<file path="config.mk">
export PLATFORM = sky130hd
export DESIGN_NAME = cfg_scan_loader
export DESIGN_NICKNAME = d
export VERILOG_FILES = /design/src/rtl/cfg_scan_loader.sv
export SDC_FILE = /design/constraint.sdc
export NUM_CORES = 1
export LEC_CHECK = 0
export CORE_MARGIN = 8
export CORE_UTILIZATION = 40
export CTS_CLUSTER_SIZE = 20
export DETAILED_ROUTE_END_ITERATION = 16
export GPL_TIMING_DRIVEN = 0
export MAX_ROUTING_LAYER = met4
export SLEW_MARGIN = 10
export SYNTH_ARGS = -nofsm -noshare
export SYNTH_HDL_FRONTEND = slang
export SYNTH_SLANG_ARGS = --single-unit
</file>
<file path="constraint.sdc">
create_clock -name pclk_i -period 7.9 [get_ports pclk_i]
set_clock_uncertainty 0.1 [all_clocks]
set_input_delay 0.79 -clock pclk_i [delete_from_list [all_inputs] [get_ports pclk_i]]
set_output_delay 0.79 -clock pclk_i [all_outputs]
set_load 0.01 [all_outputs]
</file>
<file path="src/rtl/cfg_scan_loader.sv">
// Byte-stream to four-chain scan loader: each byte feeds two shift cycles, and a byte can be accepted on the high-nibble cycle.
// Build option CFG_LOADER_CRC_EN adds a trailing CRC-8 byte that is checked against the data bytes and reported on err_o.
module cfg_scan_loader #(
  parameter int unsigned SHIFT_LEN = 64,
  parameter int unsigned CNT_W     = 16
) (
  input  logic       pclk_i,
  input  logic       prst_i,
  input  logic       start_i,
  input  logic [7:0] in_data_i,
  input  logic       in_valid_i,
  output logic       in_ready_o,
  output logic       se_o,
  output logic       lb_sin_o,
  output logic       cb1_sin_o,
  output logic       cb2_sin_o,
  output logic       sb_sin_o,
  output logic       busy_o,
  output logic       done_o,
  output logic       err_o,
  output logic       urst_req_o
);

`ifdef CFG_LOADER_CRC_EN
  typedef enum logic [2:0] {IDLE, WAIT_BYTE, SHIFT_LO, SHIFT_HI, CRC_CHK, FINISH} state_t;
  localparam state_t END_ST = CRC_CHK;
`else
  typedef enum logic [2:0] {IDLE, WAIT_BYTE, SHIFT_LO, SHIFT_HI, FINISH} state_t;
  localparam state_t END_ST = FINISH;
`endif

  localparam logic [CNT_W-1:0] LAST_CNT = CNT_W'(SHIFT_LEN);

  state_t           state_q, state_d;
  logic [CNT_W-1:0] cnt_q, cnt_d, cnt_inc;
  logic [7:0]       byte_q, byte_d;
  logic             se_q, se_d;
  logic [3:0]       sin_q, sin_d;
  logic             busy_q, busy_d;
  logic             done_q, done_d;
  logic             urst_q, urst_d;
  logic             rdy;

`ifdef CFG_LOADER_CRC_EN
  logic [7:0] crc_q, crc_d;
  logic       err_q, err_d;

  // CRC-8, poly 0x07, MSB-first, one whole byte per call.
  function automatic logic [7:0] crc8(input logic [7:0] c, input logic [7:0] d);
    logic [7:0] r;
    r = c ^ d;
    for (int i = 0; i < 8; i++) begin
      r = r[7] ? ((r << 1) ^ 8'h07) : (r << 1);
    end
    return r;
  endfunction
`endif

  assign cnt_inc = cnt_q + 1'b1;

  always_comb begin
    state_d = state_q;
    cnt_d   = cnt_q;
    byte_d  = byte_q;
    rdy     = 1'b0;
`ifdef CFG_LOADER_CRC_EN
    crc_d   = crc_q;
    err_d   = err_q;
`endif
    case (state_q)
      IDLE: begin
        if (start_i) begin
          state_d = WAIT_BYTE;
          cnt_d   = '0;
`ifdef CFG_LOADER_CRC_EN
          crc_d   = 8'h00;
          err_d   = 1'b0;
`endif
        end
      end
      WAIT_BYTE: begin
        rdy = 1'b1;
        if (in_valid_i) begin
          byte_d  = in_data_i;
          state_d = SHIFT_LO;
`ifdef CFG_LOADER_CRC_EN
          crc_d   = crc8(crc_q, in_data_i);
`endif
        end
      end
      SHIFT_LO: begin
        cnt_d   = cnt_inc;
        state_d = (cnt_inc == LAST_CNT) ? END_ST : SHIFT_HI;
      end
      SHIFT_HI: begin
        cnt_d = cnt_inc;
        if (cnt_inc == LAST_CNT) begin
          state_d = END_ST;
        end else begin
          // Skid accept keeps a continuous stream at one byte per two cycles.
          rdy = 1'b1;
          if (in_valid_i) begin
            byte_d  = in_data_i;
            state_d = SHIFT_LO;
`ifdef CFG_LOADER_CRC_EN
            crc_d   = crc8(crc_q, in_data_i);
`endif
          end else begin
            state_d = WAIT_BYTE;
          end
        end
      end
`ifdef CFG_LOADER_CRC_EN
      CRC_CHK: begin
        rdy = 1'b1;
        if (in_valid_i) begin
          if (in_data_i != crc_q) err_d = 1'b1;
          state_d = FINISH;
        end
      end
`endif
      FINISH:  state_d = IDLE;
      default: state_d = IDLE;
    endcase

    // Outputs are registered from the next state so they change only on clock edges.
    se_d   = (state_d == SHIFT_LO) || (state_d == SHIFT_HI);
    sin_d  = 4'h0;
    if (state_d == SHIFT_LO) sin_d = byte_d[3:0];
    if (state_d == SHIFT_HI) sin_d = byte_d[7:4];
    busy_d = (state_d != IDLE) && (state_d != FINISH);
    done_d = (state_d == FINISH);
    urst_d = (state_d != IDLE);
  end

  always_ff @(posedge pclk_i or negedge prst_i) begin
    if (!prst_i) begin
      state_q <= IDLE;
      cnt_q   <= '0;
      byte_q  <= 8'h00;
      se_q    <= 1'b0;
      sin_q   <= 4'h0;
      busy_q  <= 1'b0;
      done_q  <= 1'b0;
      urst_q  <= 1'b0;
    end else begin
      state_q <= state_d;
      cnt_q   <= cnt_d;
      byte_q  <= byte_d;
      se_q    <= se_d;
      sin_q   <= sin_d;
      busy_q  <= busy_d;
      done_q  <= done_d;
      urst_q  <= urst_d;
    end
  end

`ifdef CFG_LOADER_CRC_EN
  always_ff @(posedge pclk_i or negedge prst_i) begin
    if (!prst_i) begin
      crc_q <= 8'h00;
      err_q <= 1'b0;
    end else begin
      crc_q <= crc_d;
      err_q <= err_d;
    end
  end
  assign err_o = err_q;
`else
  assign err_o = 1'b0;
`endif

  assign in_ready_o = rdy;
  assign se_o       = se_q;
  assign lb_sin_o   = sin_q[0];
  assign cb1_sin_o  = sin_q[1];
  assign cb2_sin_o  = sin_q[2];
  assign sb_sin_o   = sin_q[3];
  assign busy_o     = busy_q;
  assign done_o     = done_q;
  assign urst_req_o = urst_q;

endmodule

</file>
* Word level (Yosys, flattened, before mapping)
Cells that the tools add are included.
** Cells by class
- Add/sub/neg operators :: 1
- Eq/ne operators :: 9
- Muxes and demuxes :: 15
- Reductions and logical operators :: 7
** Operators by type and width (number)
- $pmux W16 S2 :: 1
- $add A16 B1 Y16 const B :: 1
- $eq A16 B7 Y1 const B :: 1
- $mux W16 :: 1
- $mux W8 :: 2
- $pmux W8 S2 :: 1
- $eq A3 B2 Y1 const B :: 4
- $mux W3 :: 4
- $pmux W3 S4 :: 1
- $mux W4 :: 2
- $eq A3 B1 Y1 const B :: 1
- $eq A3 B3 Y1 const B :: 1
- $logic_not A3 Y1 :: 1
- $ne A3 B3 Y1 const B :: 1
- $reduce_bool A3 Y1 :: 1
- $mux W2 :: 1
- $ne A2 B2 Y1 const B :: 1
- $pmux W1 S2 :: 1
- $reduce_and A2 Y1 :: 1
- $reduce_bool A2 Y1 :: 1
- $reduce_or A2 Y1 :: 1
- $logic_and A1 B1 Y1 :: 1
- $logic_or A1 B1 Y1 :: 1
- $mux W1 :: 1
** Word-level totals
- Word-level logic and storage cells :: 40
- Output and inout port bits :: 10
- Input port bits :: 12
- Flip-flop bits (word level) :: 35

* Longest topological paths before layout
Gate-level depths: netlist of the first run.
- Word-level depth :: 7
- Depth in mapped cells :: 7
- Gate-level depth less buffers :: 7

* Worst setup path after synthesis of the first run
No wires, ideal clock.
- Path type :: flip-flop to output port
- From :: register cnt_q[0]
- To :: output in_ready_o
- Data required time :: 7.010 ns
- Buffers on the path :: 0
- Slack :: 4.993 ns
- Arrival :: 2.017 ns
- Cell stages (with the launch flop) :: 8
- Cells stage by stage :: dfrtp_1 -> ha_1 -> and3_2 -> a211o_1 -> a221oi_2 -> nand4_1 -> nor2_1 -> a21oi_1
** On the way
- Word-level cells in the longest chain between the ends :: 4
** RTL lines
- start, declared :: line 35 : logic [CNT_W-1:0] cnt_q, cnt_d, cnt_inc;
- start signal, assigned :: line 148 : cnt_q <= cnt_d;
- $add A16 B1 Y16 :: line 59 : assign cnt_inc = cnt_q + 1'b1;
- $eq A16 B7 Y1 :: line 97 : if (cnt_inc == LAST_CNT) begin
- $mux W1 :: line 97
- $pmux W1 S2 :: line 70 : case (state_q)
- end, declared :: line 12 : output logic in_ready_o,
No other way between the ends.

* Worst setup path in the final report of the first run
- From :: register cnt_q[2]
- To :: output in_ready_o
The elaborated chain is that of the path after synthesis.

==> results of run 1 <==
[metal layers]
| metal | global-route usage | share of wire |
|---|---|---|
| met2 | 0.2037 | 0.47 |
| met1 | 0.1550 | 0.44 |
| met4 | 0.03273 | 0.011 |
| met5 | - | 0 |
| met3 | 0.03571 | 0.074 |
[cell families (layout without fill, tap and decap cells)]
family / count (synthesis) / count (layout) / synth area share
adder cells (fa/ha/maj): 1 / 1 / 0.007484
other: 1 / 1 / 0.002243
flip-flops: 31 / 31 / 0.4641
multiplexers: 6 / 6 / 0.03967
buffers and inverters: 14 / 42 / 0.03892
AND/OR/NAND/NOR: 76 / 76 / 0.2201
XOR/XNOR: 6 / 6 / 0.03144
AO/OA/AOI/OAI: 50 / 50 / 0.1961
[stage by stage]
stage | cells | total power, mW | hold slack (ns) | cell area, um2 | utilization
6_report | 263 | 0.5041 | 0.4245 | 2047 | 0.5117
5_1_grt | 263 | 0.5319 | 0.4449 | 2047 | 0.5117
4_1_cts | 263 | 0.5066 | 0.4270 | 2047 | 0.5117
3_5_place_dp | 255 | 0.3468 | 0.4040 | 1929 | 0.4823
3_3_place_gp | 255 | 0.3410 | 0.3960 | 1934 | 0.4836
2_1_floorplan | 185 | 0.2917 | 0.3802 | 1672 | -
[synth_stat cells (2+ instances only)]
cell type	number
sky130_fd_sc_hd__a21o_1	2
sky130_fd_sc_hd__a21oi_1	3
sky130_fd_sc_hd__a22oi_1	4
sky130_fd_sc_hd__a31oi_1	4
sky130_fd_sc_hd__and3_2	2
sky130_fd_sc_hd__buf_2	4
sky130_fd_sc_hd__buf_4	2
sky130_fd_sc_hd__clkbuf_1	5
sky130_fd_sc_hd__dfrtp_1	31
sky130_fd_sc_hd__inv_1	3
sky130_fd_sc_hd__mux2_2	5
sky130_fd_sc_hd__nand2_1	22
sky130_fd_sc_hd__nand2b_1	3
sky130_fd_sc_hd__nand3_1	5
sky130_fd_sc_hd__nand4_1	7
sky130_fd_sc_hd__nor2_1	20
sky130_fd_sc_hd__nor3_1	8
sky130_fd_sc_hd__nor4_1	2
sky130_fd_sc_hd__o21ai_0	24
sky130_fd_sc_hd__o22ai_1	2
sky130_fd_sc_hd__o31ai_1	4
sky130_fd_sc_hd__o41ai_1	2
sky130_fd_sc_hd__or2_2	3
sky130_fd_sc_hd__xnor2_1	5
[state kept, by name (all words and copies together), names as in the netlist]
register    count
sin_q           4
se_o            1
byte_q          4
busy_o          1
urst_req_o      1
done_o          1
state_q         3
cnt_q          16
[worst reg2reg max path, stage by stage (launching register included)]
cell                      delay (ns)
sky130_fd_sc_hd__dfrtp_1        0.42
sky130_fd_sc_hd__nand3_1        0.27
sky130_fd_sc_hd__nor4_1         0.62
sky130_fd_sc_hd__xnor2_1        0.26
sky130_fd_sc_hd__nand4_2        0.20
sky130_fd_sc_hd__o31ai_4        0.35
sky130_fd_sc_hd__mux2_2         0.38
[final timing paths]
| kind | from | endpoint | slack, ns |
|---|---|---|---|
| min in group asynchronous | prst_i | state_q[1] | 0.44 |
| worst max-delay path | cnt_q[2] | in_ready_o | 3.96 |
| worst max register to register | cnt_q[2] | byte_q[4] | 5.19 |
| max in group asynchronous | prst_i | done_o | 6.83 |
| worst min register to register | byte_q[7] | byte_q[7] | 0.42 |
| worst min-delay path | byte_q[7] | byte_q[7] | 0.42 |
[area by class of cell]
| type | instances | area share |
|---|---|---|
| Buffer | 11 | 0.02628 |
| Clock buffer | 6 | 0.04034 |
| Clock inverter | 2 | 0.01711 |
| Inverter | 3 | 0.005501 |
| Multi-Input combinational cell | 140 | 0.4059 |
| Sequential cell | 31 | 0.3790 |
| Tap cell | 50 | 0.03056 |
| Timing Repair Buffer | 20 | 0.09535 |
[power by group]
group,internal (mW),switching (mW),leakage (nW)
logic,0.0605,0.0829,0.359
clock network,0.102,0.0586,0.0612
registers,0.185,0.0153,0.397
total,0.347,0.157,0.816
==> metrics.md, run 1 <==
| Metric | Value |
|---|---|
| Result of the run | `completed` |
| MaxCap Viol Count | `0` |
| I/O Pins | `22` |
| Yosys warnings | `0` |
| Final Net Count | `225` |
| Effective utilization at floorplan | `0.4179` |
| RSZ-0062 raised after global routing | `no` |
| Combined global-route utilization of all metal layers | `0.1279` |
| Diode insertion count for antenna repair | `0` |
| Achievable frequency | `253.8 MHz` |
| Minimum setup slack after placement | `4.260 ns` |
| Placement Rows | `23` |
| Most area-consuming cells after synthesis | `sky130_fd_sc_hd__dfrtp_1 46%, sky130_fd_sc_hd__o21ai_0 7.2%, sky130_fd_sc_hd__nand2_1 4.9%, sky130_fd_sc_hd__nor2_1 4.5%, sky130_fd_sc_hd__mux2_2 3.4%` |
| Maximum buffer depth of the clock tree | `2` |
| Initial antenna violation count | `0` |
| TritonCTS clock tree | `built` |
| Maximum number of pins on one net before global-route repair | `32` |
| Final weighted congestion of routability-driven global placement | `0.8352` |
| Critical Path RT | `7.01 ns` |
| Number of flip-flops and latches in the synthesized netlist | `31` |
| Static power due to leakage | `0.8164 nW` |
| WHS Path Cells | `1` |
| Number of synthesized flops with an enable pin | `0` |
| Post-cts sizing count | `0` |
| Largest stage delay, worst path | `0.62 ns` |
| Tmin final | `3.941 ns` |
| Worst ir drop on vdd | `0.1857 mV` |
| Max-slew violation count | `0` |
| Relative slew slack | `0.5360` |
| Remaining DRCs | `0` |
| Worst-case reg-to-reg path depth | `6` |
| Setup-violating endpoint count in the final report | `0` |
| Worst path cell trace | `nand3_1 > nor4_1 > xnor2_1 > nand4_1 > nor2_1 > a21oi_1 > clkdlybuf4s50_1` |
| Layout cells sized above 1 | `0.1315` |
| CP Capture Type | `primary output` |
| Fraction of the cycle the final worst path needs | `0.4988` |
| Horiz. Die Dim | `80.65 um` |
| CP Depth | `7` |
| Detailed placer's ending HPWL | `2.898 mm` |
| Final wirelength | `3.938 mm` |
| Clock buffer count from CTS | `5` |
| Data arrival time of the worst path | `3.05 ns` |
| Number of filler instances in the final layout | `362` |
| Area of the core | `0.004000 mm2` |
| Buffers on Ports | `20` |
| PwrDens | `246.3 mW/mm2` |
| Final Hold Violating Endpoints | `0` |
| Register area share after synthesis | `0.4641` |
| Cell chosen for the clock root | `sky130_fd_sc_hd__clkbuf_8` |
| Library cell contributing the largest single delay on the critical path | `sky130_fd_sc_hd__nor4_1` |
| Synth area leader | `sky130_fd_sc_hd__dfrtp_1` |
| Total number of vias | `1,457` |
| Post-Synthesis Net Count | `198` |
| Most common cell after layout, fill and taps aside | `sky130_fd_sc_hd__dfrtp_1` |
| Number of detailed-routing iterations run before antenna repair | `5` |
| Leading register cell type out of synthesis | `sky130_fd_sc_hd__dfrtp_1` |
| Count of distinct cell types in the synthesized netlist | `37` |
| Average wire length per cell after detail routing | `14.97 um` |
| Fraction of registers with async set or reset after synthesis | `1.000` |
| Insertion delay to the later sink of the worst-skew pair | `0.28 ns` |
| Final worst-path setup slack | `3.959 ns` |
| DR vias/cell | `5.540` |
| Wire length of the first global-routing pass | `6.403 mm` |
| Critical path class | `flip-flop to primary output` |
| CTS clk-pin slew, worst paths | `0.07 ns` |
| Area taken by multi-input logic gates | `830.8 um2` |
| Setup TNS | `0 ns` |
| Top library cells by usage in the layout, fill and taps aside | `31 x sky130_fd_sc_hd__dfrtp_1, 24 x sky130_fd_sc_hd__o21ai_0, 22 x sky130_fd_sc_hd__nand2_1` |
| Avg Synthesized Cell Area | `9.036 um2` |
| Drt first-iter violations | `102` |
| Type of the worst min-delay path | `flip-flop to flip-flop` |
| Worst slew pin tran | `0.6934 ns` |
| Number of sinks driven by the clock tree | `31` |
| Maximum level of the CTS H-tree | `2` |
| Sort of element at the start of the critical path | `flip-flop` |
| Area added between synthesis and finish | `22.45%` |
| Die Area | `0.006504 mm2` |
| CP delay by family, top | `simple AND/OR/NAND/NOR gates` |
| Chip height | `80.65 um` |
| Antenna violation net count after detailed routing | `0` |
| Hold buffer count at CTS | `0` |
| Area share of the largest cell type after synthesis | `0.4641` |
| Cell area after synthesis | `0.001672 mm2` |
| Remaining global-route overflow | `0` |
| Combined buffer and inverter count along the critical path | `1` |
| Combined flip-flop and latch cell area | `775.7 um2` |
| Number of global-route vias before repair | `1,359` |
| Largest fanout on the critical path | `9` |
| Post-CTS Setup Repair Bufs | `0` |
| Count of mapped cells out of synthesis | `185` |
Power figures use the tool's default switching activity.
==> inputs of run 2 (changes only) <==
clock period = 3.5 ns   (was 7.9 ns; I/O delays follow)
==> metrics.md, run 2 (same netlist as run 1, synthesis figures left out) <==
| Metric | Value |
|---|---|
| Library cell contributing the largest single delay on the critical path | `sky130_fd_sc_hd__clkdlybuf4s50_1` |
| Total number of vias | `1,456` |
| Buffers on Ports | `20` |
| Area of the core | `0.004000 mm2` |
| Worst-case reg-to-reg path depth | `7` |
| Hold buffer count at CTS | `0` |
| DR vias/cell | `5.536` |
| Number of global-route vias before repair | `1,359` |
| Diode insertion count for antenna repair | `0` |
| Sort of element at the start of the critical path | `flip-flop` |
| Post-cts sizing count | `0` |
| Setup-violating endpoint count in the final report | `0` |
| Area of placed instances | `0.001929 mm2` |
| Insertion delay to the later sink of the worst-skew pair | `0.28 ns` |
| Max-slew violation count | `0` |
| Achievable frequency | `297.2 MHz` |
| Combined buffer and inverter count along the critical path | `1` |
| Top library cells by usage in the layout, fill and taps aside | `31 x sky130_fd_sc_hd__dfrtp_1, 24 x sky130_fd_sc_hd__o21ai_0, 22 x sky130_fd_sc_hd__nand2_1` |
| Result of the run | `completed` |
| Detailed placer's ending HPWL | `2.898 mm` |
| Tmin final | `3.364 ns` |
| Effective utilization at floorplan | `0.4179` |
| Relative slew slack | `0.5449` |
| Most common cell after layout, fill and taps aside | `sky130_fd_sc_hd__dfrtp_1` |
| Maximum level of the CTS H-tree | `2` |
| Critical path class | `flip-flop to primary output` |
| Setup TNS | `0 ns` |
| I/O Pins | `22` |
| Register containing the most flip-flops in the final layout | `cnt_q` |
| Static power due to leakage | `0.8163 nW` |
| Average wire length per cell after detail routing | `15.13 um` |
| CTS clk-pin slew, worst paths | `0.07 ns` |
| Number of sinks driven by the clock tree | `31` |
| Die Area | `0.006504 mm2` |
| Maximum buffer depth of the clock tree | `2` |
| TritonCTS clock tree | `built` |
| Number of detailed-routing iterations run before antenna repair | `4` |
| Fraction of the cycle the final worst path needs | `0.9613` |
| Final standard cell utilization of the core | `0.5167` |
| Layout cells sized above 1 | `0.1502` |
| Type of the worst min-delay path | `input port to asynchronous set/reset pin` |
| Flip-flop count of the largest register, all copies and words added | `16` |
| Final design instance area without fill | `0.002067 mm2` |
| Drt first-iter violations | `104` |
| Antenna violation net count after detailed routing | `0` |
| Final wirelength | `3.978 mm` |
| Top Registers | `cnt_q (16), byte_q (4), sin_q (4)` |
| Combined global-route utilization of all metal layers | `0.1279` |
| PwrDens | `550.9 mW/mm2` |
| Final Hold Violating Endpoints | `0` |
| Setup slack of the worst register-to-register path | `0.80 ns` |
| Wire length of the first global-routing pass | `6.403 mm` |
| CP Depth | `8` |
| Final worst-path setup slack | `0.1355 ns` |
| Final Net Count | `225` |
| Chip height | `80.65 um` |
| Largest stage delay, worst path | `0.49 ns` |
| Critical Path RT | `3.05 ns` |
| Data arrival time of the worst path | `2.91 ns` |
| Post-CTS Setup Repair Bufs | `0` |
| Remaining global-route overflow | `0` |
| Maximum number of pins on one net before global-route repair | `32` |
| Initial antenna violation count | `0` |
| Clock buffer count from CTS | `5` |
| Area added between synthesis and finish | `23.65%` |
| Number of filler instances in the final layout | `358` |
| Horiz. Die Dim | `80.65 um` |
| CP Capture Type | `primary output` |
| Placement Rows | `23` |
| Worst path cell trace | `ha_1 > and3_2 > a211o_1 > a221oi_2 > nand4_1 > nor2_2 > a21oi_1 > clkdlybuf4s50_1` |
| Minimum setup slack after placement | `0.2996 ns` |
| MaxCap Viol Count | `0` |
| Cell chosen for the clock root | `sky130_fd_sc_hd__clkbuf_8` |
| Worst ir drop on vdd | `0.4176 mV` |
| Final weighted congestion of routability-driven global placement | `0.8352` |
| CP delay by family, top | `compound AO/OA/AOI/OAI gates` |
| Largest fanout on the critical path | `9` |
| Worst slew pin tran | `0.6801 ns` |
| RSZ-0062 raised after global routing | `no` |
| Remaining DRCs | `0` |
## run 2: cell counts in the layout (fill, tap and decap cells not counted)
Identical to the previous run, type by type.
## run 2: area by class of cell
type                       count  area [um2]  share of cell area
tap                           50       62.56             0.03027
clock inverter                 2       35.03             0.01695
sequential                    31       775.7              0.3753
clock buffer                   6       82.58             0.03995
buffer                        11       53.80             0.02603
timing repair buffer          20       195.2             0.09443
inverter                       3       11.26            0.005448
multi-input combinational    140       850.8              0.4116
## run 2: report_power, final
| part | switching [mW] | internal [mW] |
|---|---|---|
| combinational | 0.188 | 0.137 |
| sequential | 0.0344 | 0.417 |
| clock | 0.133 | 0.230 |
| total | 0.355 | 0.784 |
## run 2: routing by layer
metal	share of wire	vias to the layer above	GRT usage
met3	0.073	9	0.03571
li1	-	721	-
met2	0.47	37	0.2037
met4	0.014	0	0.03273
met1	0.44	689	0.1550
met5	0	-	-
## run 2: worst paths after layout
path / endpoint / startpoint
max: in_ready_o / cnt_q[0]
min: cnt_q[11] / prst_i
max reg2reg: byte_q[4] / cnt_q[0]
min reg2reg: byte_q[7] / byte_q[7]
max in group asynchronous: cnt_q[6] / prst_i
min in group pclk_i: byte_q[7] / byte_q[7]
## run 2: stage by stage
| stage | hold slack (ns) | total power [mW] | cells |
|---|---|---|---|
| final | 0.003172 | 1.139 | 263 |
| after global routing | 0.07976 | 1.201 | 263 |
| after CTS | 0.03194 | 1.143 | 263 |
| after detailed placement | 0.3306 | 0.7827 | 255 |
| after global placement | 0.3960 | 0.7697 | 255 |
| after floorplan | -0.04559 | 0.6583 | 185 |
==> inputs of run 3 (changes only) <==
ABC_AREA = 1   (was unset)
==> metrics.md, run 3 <==
| Metric | Value |
|---|---|
| Area share of the largest cell type after synthesis | `0.4411` |
| Final wirelength | `4.308 mm` |
| Relative slew slack | `0.4835` |
| Effective utilization at floorplan | `0.4176` |
| Number of global-route vias before repair | `1,687` |
| Final Net Count | `303` |
| Most common cell after layout, fill and taps aside | `sky130_fd_sc_hd__nand2_1` |
| Initial antenna violation count | `0` |
| Area of the core | `0.004755 mm2` |
| PwrDens | `636.3 mW/mm2` |
| Post-CTS Setup Repair Bufs | `0` |
| Library cell contributing the largest single delay on the critical path | `sky130_fd_sc_hd__clkdlybuf4s50_1` |
| Remaining global-route overflow | `0` |
| Chip height | `86.46 um` |
| Total chip power | `1.513 mW` |
| Worst path cell trace | `ha_1 > nand3_2 > nor2_4 > nand2_2 > nand2_1 > nand2_1 > nor2_1 > nand2_1 > nor2_4 > nand3_4 > nand2_4 > inv_1 > clkdlybuf4s50_1` |
| Total number of vias | `1,693` |
| Clock buffer count from CTS | `5` |
| Data arrival time of the worst path | `2.64 ns` |
| Final Hold Violating Endpoints | `0` |
| DR vias/cell | `4.729` |
| Area of placed instances | `0.002265 mm2` |
| CTS clk-pin slew, worst paths | `0.08 ns` |
| Detailed placer's ending HPWL | `3.084 mm` |
| Hold buffer count at CTS | `0` |
| Final weighted congestion of routability-driven global placement | `0.7927` |
| TritonCTS clock tree | `built` |
| Maximum level of the CTS H-tree | `2` |
| Final standard cell utilization of the core | `0.5000` |
| Cell with the most instances after synthesis | `sky130_fd_sc_hd__nand2_1` |
| Setup-violating endpoint count in the final report | `0` |
| Maximum number of pins on one net before global-route repair | `36` |
| Sort of element at the start of the critical path | `flip-flop` |
| Flip-flop count of the largest register, all copies and words added | `16` |
| Count of distinct cell types in the synthesized netlist | `23` |
| Average wire length per cell after detail routing | `12.03 um` |
| Leading register cell type out of synthesis | `sky130_fd_sc_hd__dfrtp_1` |
| Max-slew violation count | `0` |
| Top library cells by usage in the layout, fill and taps aside | `95 x sky130_fd_sc_hd__nand2_1, 35 x sky130_fd_sc_hd__dfrtp_1, 31 x sky130_fd_sc_hd__nor2_1` |
| Buffers on Ports | `20` |
| Critical path class | `flip-flop to primary output` |
| Combined global-route utilization of all metal layers | `0.1325` |
| Number of filler instances in the final layout | `505` |
| Number of synthesized flops with an enable pin | `0` |
| Number of detailed-routing iterations run before antenna repair | `4` |
| Final design instance area without fill | `0.002377 mm2` |
| Worst slew pin tran | `0.7748 ns` |
| Tmin final | `3.090 ns` |
| Placement Rows | `25` |
| MaxCap Viol Count | `0` |
| Register containing the most flip-flops in the final layout | `cnt_q` |
| Diode insertion count for antenna repair | `0` |
| Post-cts sizing count | `0` |
| Static power due to leakage | `1.108 nW` |
| Yosys warnings | `0` |
| CP Capture Type | `primary output` |
| Top Registers | `cnt_q (16), byte_q (8), sin_q (4)` |
| Count of mapped cells out of synthesis | `263` |
| Insertion delay to the later sink of the worst-skew pair | `0.29 ns` |
| Number of flip-flops and latches in the synthesized netlist | `35` |
| Register area share after synthesis | `0.4411` |
| Post-Synthesis Net Count | `276` |
| Fraction of registers with async set or reset after synthesis | `1.000` |
| Cell chosen for the clock root | `sky130_fd_sc_hd__clkbuf_8` |
| Largest stage delay, worst path | `0.47 ns` |
| Result of the run | `completed` |
| Post-synth top cells | `95 x sky130_fd_sc_hd__nand2_1, 35 x sky130_fd_sc_hd__dfrtp_1, 31 x sky130_fd_sc_hd__nor2_1` |
| Most area-consuming cells after synthesis | `sky130_fd_sc_hd__dfrtp_1 44%, sky130_fd_sc_hd__nand2_1 18%, sky130_fd_sc_hd__nor2_1 5.9%, sky130_fd_sc_hd__nand3_2 5.5%, sky130_fd_sc_hd__inv_1 4.2%` |
| Critical Path RT | `3.05 ns` |
| Most frequent cell on the critical path | `sky130_fd_sc_hd__nand2_1` |
| Combined buffer and inverter count along the critical path | `2` |
| Antenna violation net count after detailed routing | `0` |
| Wire length of the first global-routing pass | `7.686 mm` |
| Fraction of the cycle the final worst path needs | `0.8828` |
| Synth area leader | `sky130_fd_sc_hd__dfrtp_1` |
| Number of sinks driven by the clock tree | `35` |
| Layout cells sized above 1 | `0.1546` |
| Drt first-iter violations | `56` |
| Setup TNS | `0 ns` |
| Remaining DRCs | `0` |
| CP delay by family, top | `simple AND/OR/NAND/NOR gates` |
| Maximum buffer depth of the clock tree | `2` |
| Largest fanout on the critical path | `9` |
| Horiz. Die Dim | `86.46 um` |
| Avg Synthesized Cell Area | `7.550 um2` |
| Cell area after synthesis | `0.001986 mm2` |
| RSZ-0062 raised after global routing | `no` |
| Worst ir drop on vdd | `0.3704 mV` |
| Achievable frequency | `323.7 MHz` |
| I/O Pins | `22` |
| Die Area | `0.007474 mm2` |
| Area added between synthesis and finish | `19.72%` |
| Type of the worst min-delay path | `input port to asynchronous set/reset pin` |
run 3: changes by cell type after synthesis, moves of 10 or more:
| cell | change |
|---|---|
| sky130_fd_sc_hd__inv_1 | +19 |
| sky130_fd_sc_hd__o21ai_0 | -11 |
| sky130_fd_sc_hd__nand2_1 | +73 |
| sky130_fd_sc_hd__nor2_1 | +11 |
| sky130_fd_sc_hd__nand2_2 | +10 |
| sky130_fd_sc_hd__nand3_2 | +11 |
run 3: report_power, final:
| part | switching, mW | internal (mW) | leakage [nW] |
|---|---|---|---|
| clock | 0.155 | 0.212 | 0.0581 |
| sequential | 0.0579 | 0.515 | 0.457 |
| combinational | 0.360 | 0.211 | 0.593 |
run 3: through the flow:
stage	hold slack [ns]	worst slack [ns]	std cells
after floorplan	-0.04559	1.438	263
after global placement	0.3765	0.7317	350
after detailed placement	0.3822	0.7425	350
after CTS	0.05807	0.3955	358
after global routing	0.1071	0.1605	358
final	0.02978	0.4104	358
run 3: final cells by class:
type                       instances  area, um2  share of cell area
sequential                        35      875.8              0.3684
buffer                             5      30.03             0.01263
clock buffer                       5      68.82             0.02895
timing repair buffer              20      195.2             0.08211
multi-input combinational        198      985.9              0.4147
clock inverter                     3      43.79             0.01842
inverter                          25      93.84             0.03947
tap                               67      83.83             0.03526
run 3: path summary, 6_finish.rpt:
kind	startpoint	endpoint	slack, ns	depth (start not counted)
hold / removal	prst_i	se_o	0.03	1
max in group asynchronous	prst_i	cnt_q[8]	2.77	1
min in group pclk_i	byte_q[0]	byte_q[0]	0.40	2
setup / recovery	cnt_q[1]	in_ready_o	0.41	13
hold reg to reg	byte_q[0]	byte_q[0]	0.40	2
setup reg to reg	state_q[2]	cnt_q[13]	1.15	5
run 3: cell families after synthesis:
logic type / synth area share
fa+ha+maj: 0.006300
simple gates: 0.4323
buf+inv: 0.06238
xor+xnor: 0.008194
compound gates: 0.04788
flops: 0.4411
other cells: 0.001889
run 3: layer usage:
metal / GRT usage / routed length (um) / share of wire
met5: - / 0 / 0
met4: 0.05477 / 62 / 0.014
met3: 0.03119 / 161 / 0.037
met2: 0.2090 / 2023 / 0.47
met1: 0.1588 / 2060 / 0.48
